<file path="config.mk">
export PLATFORM = sky130hd
export DESIGN_NAME = pixel_framebuffer_writer
export DESIGN_NICKNAME = d
export VERILOG_FILES = /design/src/rtl/pixel_framebuffer_writer.sv
export SDC_FILE = /design/constraint.sdc
export NUM_CORES = 1
export LEC_CHECK = 0
export BUFFER_PORTS_ARGS = -buffer_cell sky130_fd_sc_hd__clkbuf_2
export CAP_MARGIN = 0
export CORE_ASPECT_RATIO = 1.4
export CORE_MARGIN = 8
export CORE_UTILIZATION = 25
export DETAILED_ROUTE_END_ITERATION = 8
export HOLD_SLACK_MARGIN = 0.15
export PLACE_DENSITY_LB_ADDON = 0.15
export SYNTH_ARGS = -nofsm -noshare
export SYNTH_HDL_FRONTEND = slang
export SYNTH_SLANG_ARGS = --single-unit
</file>
<file path="constraint.sdc">
create_clock -name clock -period 6.2 [get_ports clock]
set_input_delay 1.86 -clock clock [delete_from_list [all_inputs] [get_ports clock]]
set_output_delay 1.86 -clock clock [all_outputs]
set_load 0.01 [all_outputs]
</file>
<file path="src/rtl/pixel_framebuffer_writer.sv">
// Pixel framebuffer writer: absorbs the rasterizer's non-stallable pixel
// stream in a small FIFO and drains it to the SRAM controller over req/ack.
module pixel_framebuffer_writer #(
  parameter int FB_WIDTH   = 320,
  parameter int FB_HEIGHT  = 240,
  parameter int ADDR_W     = 18,
  parameter int FIFO_DEPTH = 8
) (
  input  logic              clock,
  input  logic              reset_n,
  input  logic              in_sig_write_pixel,
  input  logic [15:0]       in_pixel_x,
  input  logic [15:0]       in_pixel_y,
  input  logic [1:0]        in_pixel_depth,
  input  logic [15:0]       in_pixel_color,
  output logic              out_mem_write_req,
  output logic [ADDR_W-1:0] out_mem_addr,
  output logic [15:0]       out_mem_data,
  output logic [1:0]        out_mem_depth,
  input  logic              in_mem_write_ack,
  output logic              out_sig_fifo_full,
  output logic              out_sig_writer_idle,
  output logic [15:0]       out_drop_count
);

  localparam int          PTR_W  = (FIFO_DEPTH > 1) ? $clog2(FIFO_DEPTH) : 1;
  localparam logic [15:0] X_LIM  = 16'(FB_WIDTH);
  localparam logic [15:0] Y_LIM  = 16'(FB_HEIGHT);
  localparam logic [PTR_W:0] CNT_FULL = (PTR_W+1)'(FIFO_DEPTH);

  // One buffered write: everything the SRAM controller needs.
  typedef struct packed {
    logic [ADDR_W-1:0] addr;
    logic [15:0]       color;
    logic [1:0]        depth;
  } pix_t;

  typedef enum logic {IDLE, WRITE} state_t;

  state_t           state, state_nxt;
  pix_t             mem [FIFO_DEPTH];
  pix_t             in_pix;
  logic [PTR_W-1:0] wr_ptr, rd_ptr;
  logic [PTR_W:0]   count, count_nxt;
  logic             fifo_empty, fifo_full_now;
  logic             in_range;
  logic             push, pop, drop;
  logic             req_nxt;

  assign fifo_empty    = (count == '0);
  assign fifo_full_now = (count == CNT_FULL);

  // Off-screen pixels are clipped before they can touch the FIFO or the drop count.
  assign in_range = (in_pixel_x < X_LIM) && (in_pixel_y < Y_LIM);

  // Linear address; operands are narrowed to ADDR_W first, which keeps the
  // low ADDR_W bits of y*FB_WIDTH + x exact.
  assign in_pix.addr  = ADDR_W'(in_pixel_y) * ADDR_W'(FB_WIDTH) + ADDR_W'(in_pixel_x);
  assign in_pix.color = in_pixel_color;
  assign in_pix.depth = in_pixel_depth;

  // A full FIFO still accepts a pixel when the head leaves on the same edge.
  assign push = in_sig_write_pixel && in_range && (!fifo_full_now || pop);
  assign drop = in_sig_write_pixel && in_range && fifo_full_now && !pop;

  // Write FSM: state register.
  always_ff @(posedge clock or negedge reset_n) begin
    if (!reset_n) state <= IDLE;
    else          state <= state_nxt;
  end

  // Write FSM: next state. IDLE launches on any buffered pixel; WRITE only
  // moves on an ack, chaining straight into the next entry if one is waiting.
  always_comb begin
    state_nxt = state;
    case (state)
      IDLE:  if (!fifo_empty) state_nxt = WRITE;
      WRITE: if (in_mem_write_ack && fifo_empty) state_nxt = IDLE;
      default: state_nxt = IDLE;
    endcase
  end

  // Write FSM: outputs. Pop whenever the output registers are free to take
  // the head: in IDLE, or in WRITE on the edge the current write is acked.
  always_comb begin
    pop     = 1'b0;
    req_nxt = 1'b0;
    case (state)
      IDLE:  pop = !fifo_empty;
      WRITE: pop = in_mem_write_ack && !fifo_empty;
      default: pop = 1'b0;
    endcase
    req_nxt = (state_nxt == WRITE);
  end

  // Occupancy after this edge.
  always_comb begin
    count_nxt = count;
    case ({push, pop})
      2'b10:   count_nxt = count + (PTR_W+1)'(1);
      2'b01:   count_nxt = count - (PTR_W+1)'(1);
      default: count_nxt = count;
    endcase
  end

  // FIFO storage; contents need no reset since occupancy gates every read.
  always_ff @(posedge clock) begin
    if (push) mem[wr_ptr] <= in_pix;
  end

  // FIFO pointers and occupancy; pointers wrap naturally at a power-of-2 depth.
  always_ff @(posedge clock or negedge reset_n) begin
    if (!reset_n) begin
      wr_ptr <= '0;
      rd_ptr <= '0;
      count  <= '0;
    end else begin
      if (push) wr_ptr <= wr_ptr + PTR_W'(1);
      if (pop)  rd_ptr <= rd_ptr + PTR_W'(1);
      count <= count_nxt;
    end
  end

  // Memory-side output registers; the head is loaded on every pop and held
  // stable until the controller acks it.
  always_ff @(posedge clock or negedge reset_n) begin
    if (!reset_n) begin
      out_mem_write_req <= 1'b0;
      out_mem_addr      <= '0;
      out_mem_data      <= '0;
      out_mem_depth     <= '0;
    end else begin
      out_mem_write_req <= req_nxt;
      if (pop) begin
        out_mem_addr  <= mem[rd_ptr].addr;
        out_mem_data  <= mem[rd_ptr].color;
        out_mem_depth <= mem[rd_ptr].depth;
      end
    end
  end

  // Registered status flags reflecting the state after this edge.
  always_ff @(posedge clock or negedge reset_n) begin
    if (!reset_n) begin
      out_sig_fifo_full   <= 1'b0;
      out_sig_writer_idle <= 1'b1;
    end else begin
      out_sig_fifo_full   <= (count_nxt == CNT_FULL);
      out_sig_writer_idle <= (count_nxt == '0) && (state_nxt == IDLE);
    end
  end

  // Saturating count of in-range pixels lost to overflow.
  always_ff @(posedge clock or negedge reset_n) begin
    if (!reset_n)                           out_drop_count <= '0;
    else if (drop && out_drop_count != '1) out_drop_count <= out_drop_count + 16'd1;
  end

endmodule

</file>
==> impl_metrics.env <==
export IMPL_fmax_mhz=217
export IMPL_yosys_top_cells_area="edfxtp_1, mux4_2, dfrtp_1, ha_1, mux2i_1"
export IMPL_period_needed_ps=4600
export IMPL_grt_pass1_vias=7976
export IMPL_synthArstFlopShare_pct=18.4
export IMPL_crit_path_end_kind="flop"
export IMPL_worstMarginPinSlew_ps=806
export IMPL_switching_share_pct=28.2
export IMPL_antenna_found_initial=1
export IMPL_post_cts_resized=0
export IMPL_finalSetupViolations=0
export IMPL_core_mm2=0.0571
export IMPL_wirelength_mm=34.4
export IMPL_antenna_left=0
export IMPL_holdWs_ps=478
export IMPL_cts_htree_levels=2
export IMPL_antennaDiodeCount=0
export IMPL_final_setup_skew_ps=28.8
export IMPL_grtUsageTotal_pct=10.6
export IMPL_clk_path_buf_depth=3
export IMPL_ys_seq_area_share_pct=71.5
export IMPL_synthToLayoutAreaGrowth_pct=20.0
export IMPL_port_buffers=108
export IMPL_finalInstanceArea_mm2=0.0172
export IMPL_synth_edf_count=288
export IMPL_synth_most_common_cell="edfxtp_1"
export IMPL_place_hpwl_mm=21.9
export IMPL_mappedNetlistArea_mm2=0.0144
export IMPL_cts_hold_buf=0
export IMPL_leakagePower_nw=6.09
export IMPL_hold_viol=0
export IMPL_drv_cap=0
export IMPL_combPwrFrac_pct=24.0
export IMPL_worstPathRequired_ps=6440
export IMPL_die_area_mm2=0.0655
export IMPL_ys_types=51
export IMPL_netlist_instances=778
export IMPL_synth_common_cells="edfxtp_1, mux4_2, dfrtp_1, nand2_1, o21ai_0"
export IMPL_switchingPower_mw=1.97
export IMPL_yosysWarnings=0
export IMPL_row_count=104
export IMPL_worstSkewPairLatency_ps=530
export IMPL_clkSinkCount=353
export IMPL_overflow=0
export IMPL_firstDrtPassIters=6
export IMPL_start_kind="input pin"
export IMPL_pwr_share_clk_pct=33.3
export IMPL_root_buffer="clkbuf_16"
export IMPL_syn_area_per_cell_um2=18.5
export IMPL_hp_class="flop to flop"
export IMPL_synth_main_ff_cell="edfxtp_1"
export IMPL_peakVddDrop_mv=0.173
export IMPL_post_dp_cell_area_mm2=0.0160
export IMPL_nets=1004
export IMPL_cts_buffers=35
export IMPL_postCtsSetupBuffers=0
export IMPL_rsz0062_at_grt="no"
export IMPL_detail_route_wl_per_cell_um=20.4
export IMPL_power_mw=6.98
export IMPL_ios=109
export IMPL_yosys_area_top_type="edfxtp_1"
export IMPL_relSlewSlack_pct=46.3
export IMPL_drive_gt1_share_pct=30.3
export IMPL_path_max_fanout=8
export IMPL_drtIter0Drc=286
export IMPL_path_class="input pin to flop"
export IMPL_die_height_um=300
export IMPL_path_clk_slew_ps=60
export IMPL_die_width_um=219
export IMPL_synth_seq_cells=353
export IMPL_grt_start_max_net_pins=77
export IMPL_start_util_pct=25.2
export IMPL_finalSetupTns_ps=0
export IMPL_syn_nets=867
export IMPL_cts_tree="built"
export IMPL_netlist_area_leader_share_pct=60.2
export IMPL_internal_power_mw=5.01
export IMPL_grt_pass1_wl_mm=52.5
export IMPL_arrival_ps=4840
export IMPL_gp_congestion=0.704
export IMPL_drc=0
export IMPL_num_vias=7172
export IMPL_status="complete, no violations"
export IMPL_finalCritPeriodShare_pct=74.2
export IMPL_pwr_density_cell_mw_per_mm2=405
export IMPL_drv_slew=0
export IMPL_via_per_inst=4.26
export IMPL_pwr_share_seq_pct=42.8
-- power groups by stage --
| stage | logic [mW] | clock network, mW | registers [mW] |
|---|---|---|---|
| floorplan | 1.21 | 0 | 2.98 |
| global placement | 1.76 | 0 | 3.05 |
| detailed placement | 1.76 | 0 | 3.05 |
| CTS | 1.76 | 2.40 | 3.00 |
| global route | 1.87 | 2.48 | 3.02 |
| finish | 1.67 | 2.32 | 2.98 |
-- flip-flops by register name (all words and copies together) (netlist names) --
signal and count:
out_sig_writer_idle 1, out_mem_addr 18, count 4, out_mem_write_req 1, out_drop_count 16, out_mem_depth 2
out_mem_data 16, wr_ptr 3, out_sig_fifo_full 1, rd_ptr 3, mem 288
-- final timing paths --
check | startpoint | end | slack, ps | cells after the start
min in group asynchronous | reset_n | wr_ptr[1]$_DFFE_PN0P_ | 1280 | 1
worst min register to register | out_mem_data[11]$_DFFE_PN0N_ | out_mem_data[11]$_DFFE_PN0N_ | 480 | 2
worst max-delay path | in_pixel_y[1] | mem[4][33]$_DFFE_PP_ | 1600 | 12
max in group asynchronous | reset_n | out_mem_data[5]$_DFFE_PN0N_ | 4000 | 2
worst min-delay path | out_mem_data[11]$_DFFE_PN0N_ | out_mem_data[11]$_DFFE_PN0N_ | 480 | 2
worst max register to register | count[0]$_DFF_PN0_ | out_sig_writer_idle$_DFF_PN1_ | 3490 | 6
-- critical path: stages --
cell and delay [ps]:
clkbuf_2 110, ha_1 290, ha_1 230, fa_1 410, a21o_1 200, a211oi_1 260
nor2_1 110, nor2_1 120, xnor2_1 130, ha_1 300, and4_1 220, nor3_1 600
-- logic make-up (layout without fill, tap and decap cells) --
| logic type | Yosys count | after routing | share of synthesized area [%] |
|---|---|---|---|
| simple gates | 128 | 128 | 4.48 |
| fa+ha+maj | 35 | 35 | 3.20 |
| buf+inv | 40 | 204 | 1.22 |
| compound gates | 71 | 71 | 3.05 |
| xor+xnor | 38 | 38 | 2.32 |
| mux | 113 | 113 | 14.2 |
| flops | 353 | 353 | 71.5 |
-- cells in the final DEF (no fill, tap or decap), types with 9 or more instances in the layout --
master / n
dfrtp_1: 61
mux2i_1: 37
clkbuf_16: 36
xnor2_1: 32
buf_4: 18
o21ai_0: 42
ha_1: 32
nor2_1: 19
edfxtp_1: 288
inv_1: 10
nand3_1: 9
clkbuf_2: 107
mux4_2: 72
nand2_1: 56
-- per-layer routing --
metal	global-route usage, %	vias to the layer above	part of all wire [%]
met4	3.00	2	1.9
met1	12.8	3672	42
li1	-	3355	-
met3	1.78	37	3.5
met2	19.1	106	53
met5	0	-	0.035
-- final cells by class --
cell class / instances / area (um2)
fillers: 5590 / 39900
flip-flops and latches: 353 / 10300
multi-input cells: 385 / 3960
well taps: 742 / 928
clock buffers: 40 / 926
repair buffers: 130 / 771
clock inverters: 24 / 342
inverters: 10 / 37.5
-- stage by stage --
| step | worst slack, ps | utilization [%] | std cells |
|---|---|---|---|
| final | 1600 | 30.2 | 1684 |
| after global routing | 1370 | 30.2 | 1684 |
| after CTS | 1600 | 30.2 | 1684 |
| after detailed placement | 1050 | 28.0 | 1620 |
| after global placement | 1150 | 28.0 | 1620 |
| after floorplan | 169 | - | 778 |
No activity file was read; power rests on OpenSTA's default activity.
